[src/rtl/gmii_rx_ts.sv]
// gmii_rx_ts: byte-wide receive front end for a host port.
// Strips the preamble and SFD, timestamps the frame at the SFD byte, and
// forwards frame bytes on a sop/eop stream. A one-byte hold stage delays
// each byte so the last byte can be tagged eop when RXDV drops. The stream
// ends with a per-frame descriptor (length, timestamp, error).
module gmii_rx_ts #(
    parameter int MAX_LEN = 1522,   // largest accepted frame incl. FCS, <= 2047
    parameter int MIN_LEN = 64      // smallest accepted frame incl. FCS
) (
    input  logic        clk,
    input  logic        rst,
    input  logic [31:0] local_clock,
    input  logic [7:0]  RXD,
    input  logic        RXDV,
    output logic [7:0]  rx_data,
    output logic        rx_valid,
    output logic        rx_sop,
    output logic        rx_eop,
    output logic        rx_err,
    output logic        desc_valid,
    output logic [10:0] desc_len,
    output logic [31:0] desc_ts,
    output logic        desc_err,
    output logic [15:0] frame_cnt,
    output logic [15:0] err_cnt
);

    localparam logic [10:0] MAX_L    = 11'(MAX_LEN);
    localparam logic [10:0] MIN_L    = 11'(MIN_LEN);
    localparam logic [7:0]  PRE_BYTE = 8'h55;
    localparam logic [7:0]  SFD_BYTE = 8'hD5;

    typedef enum logic [1:0] {
        ST_IDLE = 2'd0,
        ST_PRE  = 2'd1,
        ST_DATA = 2'd2,
        ST_DROP = 2'd3
    } state_t;

    state_t      state_r;
    logic        rxdv_d_r;
    logic [2:0]  pre_cnt_r;
    logic [10:0] len_r;
    logic [31:0] ts_r;
    logic [7:0]  hold_r;
    logic        hold_full_r;
    logic        sop_pend_r;
    logic        short_s;

    // A frame is in error when it is shorter than MIN_LEN or carried no data at all.
    always_comb begin
        short_s = 1'b0;
        if ((len_r < MIN_L) || (len_r == 11'd0)) begin
            short_s = 1'b1;
        end else begin
            short_s = 1'b0;
        end
    end

    // Delayed RXDV for start-of-burst detection; resets high so a burst already
    // in flight at reset release is ignored until RXDV drops.
    always_ff @(posedge clk or posedge rst) begin
        if (rst) begin
            rxdv_d_r <= 1'b1;
        end else begin
            rxdv_d_r <= RXDV;
        end
    end

    // Receive FSM with hold stage, stream outputs, descriptor and counters.
    always_ff @(posedge clk or posedge rst) begin
        if (rst) begin
            state_r     <= ST_IDLE;
            pre_cnt_r   <= 3'd0;
            len_r       <= 11'd0;
            ts_r        <= 32'd0;
            hold_r      <= 8'd0;
            hold_full_r <= 1'b0;
            sop_pend_r  <= 1'b0;
            rx_data     <= 8'd0;
            rx_valid    <= 1'b0;
            rx_sop      <= 1'b0;
            rx_eop      <= 1'b0;
            rx_err      <= 1'b0;
            desc_valid  <= 1'b0;
            desc_len    <= 11'd0;
            desc_ts     <= 32'd0;
            desc_err    <= 1'b0;
            frame_cnt   <= 16'd0;
            err_cnt     <= 16'd0;
        end else begin
            // Per-beat strobes are single-cycle unless re-asserted below.
            rx_valid   <= 1'b0;
            rx_sop     <= 1'b0;
            rx_eop     <= 1'b0;
            rx_err     <= 1'b0;
            desc_valid <= 1'b0;

            case (state_r)
                ST_IDLE: begin
                    if (RXDV && !rxdv_d_r) begin
                        if (RXD == PRE_BYTE) begin
                            state_r   <= ST_PRE;
                            pre_cnt_r <= 3'd1;
                        end else begin
                            state_r <= ST_DROP;
                            err_cnt <= err_cnt + 16'd1;
                        end
                    end else begin
                        state_r <= ST_IDLE;
                    end
                end

                ST_PRE: begin
                    if (!RXDV) begin
                        state_r <= ST_IDLE;
                        err_cnt <= err_cnt + 16'd1;
                    end else if (RXD == PRE_BYTE) begin
                        if (pre_cnt_r != 3'd7) begin
                            pre_cnt_r <= pre_cnt_r + 3'd1;
                        end else begin
                            pre_cnt_r <= pre_cnt_r;
                        end
                    end else if (RXD == SFD_BYTE) begin
                        state_r     <= ST_DATA;
                        ts_r        <= local_clock;
                        len_r       <= 11'd0;
                        hold_full_r <= 1'b0;
                        sop_pend_r  <= 1'b1;
                    end else begin
                        state_r <= ST_DROP;
                        err_cnt <= err_cnt + 16'd1;
                    end
                end

                ST_DATA: begin
                    if (!RXDV) begin
                        // End of frame: flush the held byte as eop and emit the descriptor.
                        if (hold_full_r) begin
                            rx_data  <= hold_r;
                            rx_valid <= 1'b1;
                            rx_sop   <= sop_pend_r;
                            rx_eop   <= 1'b1;
                            rx_err   <= short_s;
                        end else begin
                            rx_valid <= 1'b0;
                        end
                        desc_valid  <= 1'b1;
                        desc_len    <= len_r;
                        desc_ts     <= ts_r;
                        desc_err    <= short_s;
                        if (short_s) begin
                            err_cnt <= err_cnt + 16'd1;
                        end else begin
                            frame_cnt <= frame_cnt + 16'd1;
                        end
                        hold_full_r <= 1'b0;
                        state_r     <= ST_IDLE;
                    end else if (len_r == MAX_L) begin
                        // Oversize: terminate the stream at MAX_LEN and drop the rest.
                        rx_data     <= hold_r;
                        rx_valid    <= hold_full_r;
                        rx_sop      <= sop_pend_r;
                        rx_eop      <= 1'b1;
                        rx_err      <= 1'b1;
                        desc_valid  <= 1'b1;
                        desc_len    <= MAX_L;
                        desc_ts     <= ts_r;
                        desc_err    <= 1'b1;
                        err_cnt     <= err_cnt + 16'd1;
                        hold_full_r <= 1'b0;
                        state_r     <= ST_DROP;
                    end else begin
                        hold_r      <= RXD;
                        hold_full_r <= 1'b1;
                        len_r       <= len_r + 11'd1;
                        if (hold_full_r) begin
                            rx_data    <= hold_r;
                            rx_valid   <= 1'b1;
                            rx_sop     <= sop_pend_r;
                            sop_pend_r <= 1'b0;
                        end else begin
                            sop_pend_r <= sop_pend_r;
                        end
                    end
                end

                ST_DROP: begin
                    if (!RXDV) begin
                        state_r <= ST_IDLE;
                    end else begin
                        state_r <= ST_DROP;
                    end
                end

                default: begin
                    state_r <= ST_IDLE;
                end
            endcase
        end
    end

endmodule

[config.mk]
export PLATFORM = sky130hd
export DESIGN_NAME = gmii_rx_ts
export DESIGN_NICKNAME = d
export VERILOG_FILES = /design/src/rtl/gmii_rx_ts.sv
export SDC_FILE = /design/constraint.sdc
export NUM_CORES = 1
export LEC_CHECK = 0
export BUFFER_PORTS_ARGS = -buffer_cell sky130_fd_sc_hd__buf_4
export CORE_ASPECT_RATIO = 0.9
export CORE_MARGIN = 2
export CORE_UTILIZATION = 54
export DETAILED_ROUTE_END_ITERATION = 7
export PLACE_DENSITY = 0.79
export SLEW_MARGIN = 25
export SYNTH_ARGS = -nofsm -noshare
export SYNTH_HDL_FRONTEND = slang
export SYNTH_SLANG_ARGS = --single-unit
[constraint.sdc]
create_clock -name clk -period 7 [get_ports clk]
set_clock_uncertainty 0.2 [all_clocks]
set_input_delay 1.4 -clock clk [delete_from_list [all_inputs] [get_ports clk]]
set_output_delay 1.4 -clock clk [all_outputs]
set_load 0.05 [all_outputs]
==> metrics.md <==
| Metric | Value |
|---|---|
| Share of layout cells above drive strength 1 | 0.2588 |
| Reg power frac | 0.403 |
| Actual transition at the worst max-transition pin | 912.2 ps |
| Peak VDD IR | 0.1624 mV |
| Leading post-synthesis cells by cell area | dfrtp_1, nand2_1, xor2_1 |
| CTS Sinks | 145 |
| CP Buf/Inv Count | 1 |
| CTS tree | built |
| CTS Hold Bufs | 0 |
| Critical path class | input port to flop |
| Resized Gates After CTS | 0 |
| Worst hold margin | 262.2 ps |
| Nets | 778 |
| Number of I/O port buffers | 131 |
| Pre-CTS setup slack | 2860 ps |
| Syn Inst Count | 599 |
| Via count | 4743 |
| Clock buffer depth | 2 |
| Die height | 104.3 µm |
| Final period utilization | 0.5313 |
| Root buf cell | clkbuf_16 |
| Top Usage Layer GRT | met2 |
| Post-synth EDFFs | 0 |
| Seq/Total Area, Yosys | 0.6017 |
| Die width | 115.4 µm |
| Syn Nets | 647 |
| Top cell type's share of synthesized area | 0.5974 |
| H-tree depth | 4 |
| TNS Setup | 0 ps |
| Max Slew Vio Count | 0 |
| Sw frac | 0.3261 |
| Comb pwr share | 0.240 |
| Final setup fails | 0 |
| Die area | 12030 µm² |
| Syn_area_per_cell | 10.07 µm² |
| Sw Pwr | 0.8311 mW |
| Cell Rows | 36 |
| P&R area growth vs syn | 28.58% |
| Starting density of the core | 0.5557 |
| Initial antenna violation count | 0 |
| Minimum clock period | 3719 ps |
| Worst EP required | 7140 ps |
| Critical Path AT | 3860 ps |
| PwrDens | 328.6 nW/µm² |
| Met2 Use GR | 0.3772 |
| Postcts setup bufs | 0 |
| Met1 Use GR | 0.3205 |
| Detailed-route wire length per cell | 15.27 µm |
| CTS Buf Count | 17 |
| Post-DP HPWL | 9086 µm |
| Synth unique cells | 49 |
| Post-route cell area | 7756 µm² |
| CP Max Fanout | 14 |
| Placer's final routability congestion estimate | 0.8201 |
| Clock power share | 0.357 |
| CTS clock-pin slew for the worst setup and hold paths | 60 ps |
| Top-count cell post-synth | nand2_1 |
| Status | finished clean |
| Antenna-violating nets left | 0 |
| Syn Std Cell Area | 6032 µm² |
| Total grt overflow | 0 |
| Ys flop type | dfrtp_1 |
| Worst-skew pair later-pin latency | 420 ps |
| Core area | 10860 µm² |
| GRT Total Usage | 0.2436 |
| Pint | 1.717 mW |
| Max_cap viols | 0 |
| Final Non-Filler Cells | 894 |
| Commonest cells post-synth | nand2_1, dfrtp_1, nor2_1, o21ai_0, xor2_1 |
| Fill cells | 774 |
| # DRC | 0 |
| Initial DRC count | 364 |
| Placed cells | 863 |
| Worst path cell trace | buf_4 -> or3b_2 -> a21oi_1 -> nand4_1 -> nor3_1 -> xor2_1 |
| Worst setup EP type | flop |
| First-pass GRT wire length | 23010 µm |
| DR vias/cell | 5.305 |
| Leak | 4.017 nW |
| Syn. warnings | 0 |
| Post-DP Area | 7149 µm² |
| Post-synth ARST share | 1.000 |
| IO Pins | 132 |
| Vias in the first global route | 4750 |
| Fmax | 268.9 MHz |
| Crit path largest cell delay | 740 ps |
| Yosys top cell by area | dfrtp_1 |
| RSZ-0062 raised after global routing | no |
| Total Wirelength | 13650 µm |
| Met3 usage | 0.08333 |
| Slew margin rel. | 0.3919 |
| Largest net degree at the start of global routing | 84 |
| Slowest-stage cell, CP | a21oi_1 |
| Hold WC Path Type | flop to flop |
| Core Util, Final | 0.7145 |
| N_diodes | 0 |
| Kind of cell adding the most delay to the critical path | simple AND/OR/NAND/NOR gates |
| Initial DRT Pass Iterations | 5 |
| Final Hold Fails | 0 |
| Setup ws final | 3281 ps |
| Power Total | 2.548 mW |
| Register bit total from synthesis | 145 |
| Setup crit start kind | input port |
## area by class of cell
type | instances | area (µm²) | share of cell area
clock buffer | 27 | 533.0 | 0.06872
timing repair buffer | 137 | 1032 | 0.1331
tap | 152 | 190.2 | 0.02452
sequential | 145 | 3630 | 0.4680
clock inverter | 4 | 70.07 | 0.009034
multi-input combinational | 419 | 2258 | 0.2912
inverter | 10 | 42.54 | 0.005485
## cell usage in the layout, fill, tap and decap left out, types with 3 or more instances in the layout
master and count:
and2_1 4, inv_1 9, a21oi_1 7, xor2_1 18, clkbuf_1 3, o31ai_1 4, dfrtp_1 144, nor2_1 23
nor2b_1 3, o21ai_0 20, nand3_1 10, nand2b_1 3, ha_1 5, nand2_1 234, xnor2_1 11, and3_1 3
nor4_2 8, mux2_2 10, buf_4 136, nor3_1 5, clkbuf_8 7, a22o_1 3, clkbuf_16 17, nand4_1 14
o22a_1 6
## worst paths after layout
path,startpoint,end,slack [ps],cells past startpoint
max,RXDV,frame_cnt[15],3280,6
min,ts_r[15],desc_ts[15],260,2
max reg2reg,state_r[0],frame_cnt[15],3930,5
min reg2reg,ts_r[15],desc_ts[15],260,2
max in group asynchronous,rst,rx_eop,4620,3
min in group asynchronous,rst,desc_ts[17],840,2
## power by group through the flow
stage,sequential (mW),clock (mW),combinational (mW)
floorplan,1.28,0,0.167
global placement,1.04,0,0.602
detailed placement,1.04,0,0.615
CTS,1.03,0.921,0.618
global route,1.04,0.960,0.652
finish,1.03,0.909,0.612
## state kept, by name, summed over array words and instances, names as in the netlist
register / flops
desc_err: 1
len_r: 11
rx_data: 8
hold_r: 8
state_r: 2
desc_ts: 32
rx_sop: 1
sop_pend_r: 1
rx_valid: 1
desc_len: 11
desc_valid: 1
rx_eop: 1
frame_cnt: 16
rx_err: 1
ts_r: 32
err_cnt: 16
hold_full_r: 1
rxdv_d_r: 1
## worst register-to-register path, stage by stage (launching register included)
cell     delay (ps)
dfrtp_1         490
or3b_2          590
a21oi_1         740
nand4_1         420
nor3_1          380
xor2_1          180
## cell families after synthesis
logic type	count (synthesis)	synth area share
adder cells (fa/ha/maj)	5	0.01037
buffers and inverters	35	0.02530
XOR/XNOR	30	0.04480
AND/OR/NAND/NOR	323	0.2421
AO/OA/AOI/OAI	51	0.05705
flip-flops	145	0.6017
multiplexers	10	0.01867
## layer usage
| metal | share of wire | vias up |
|---|---|---|
| met5 | 0 | - |
| met4 | 0.015 | 0 |
| met2 | 0.49 | 146 |
| met1 | 0.42 | 2347 |
| li1 | - | 2232 |
| met3 | 0.071 | 18 |
Note: power is estimated with default switching activity, not from simulation.
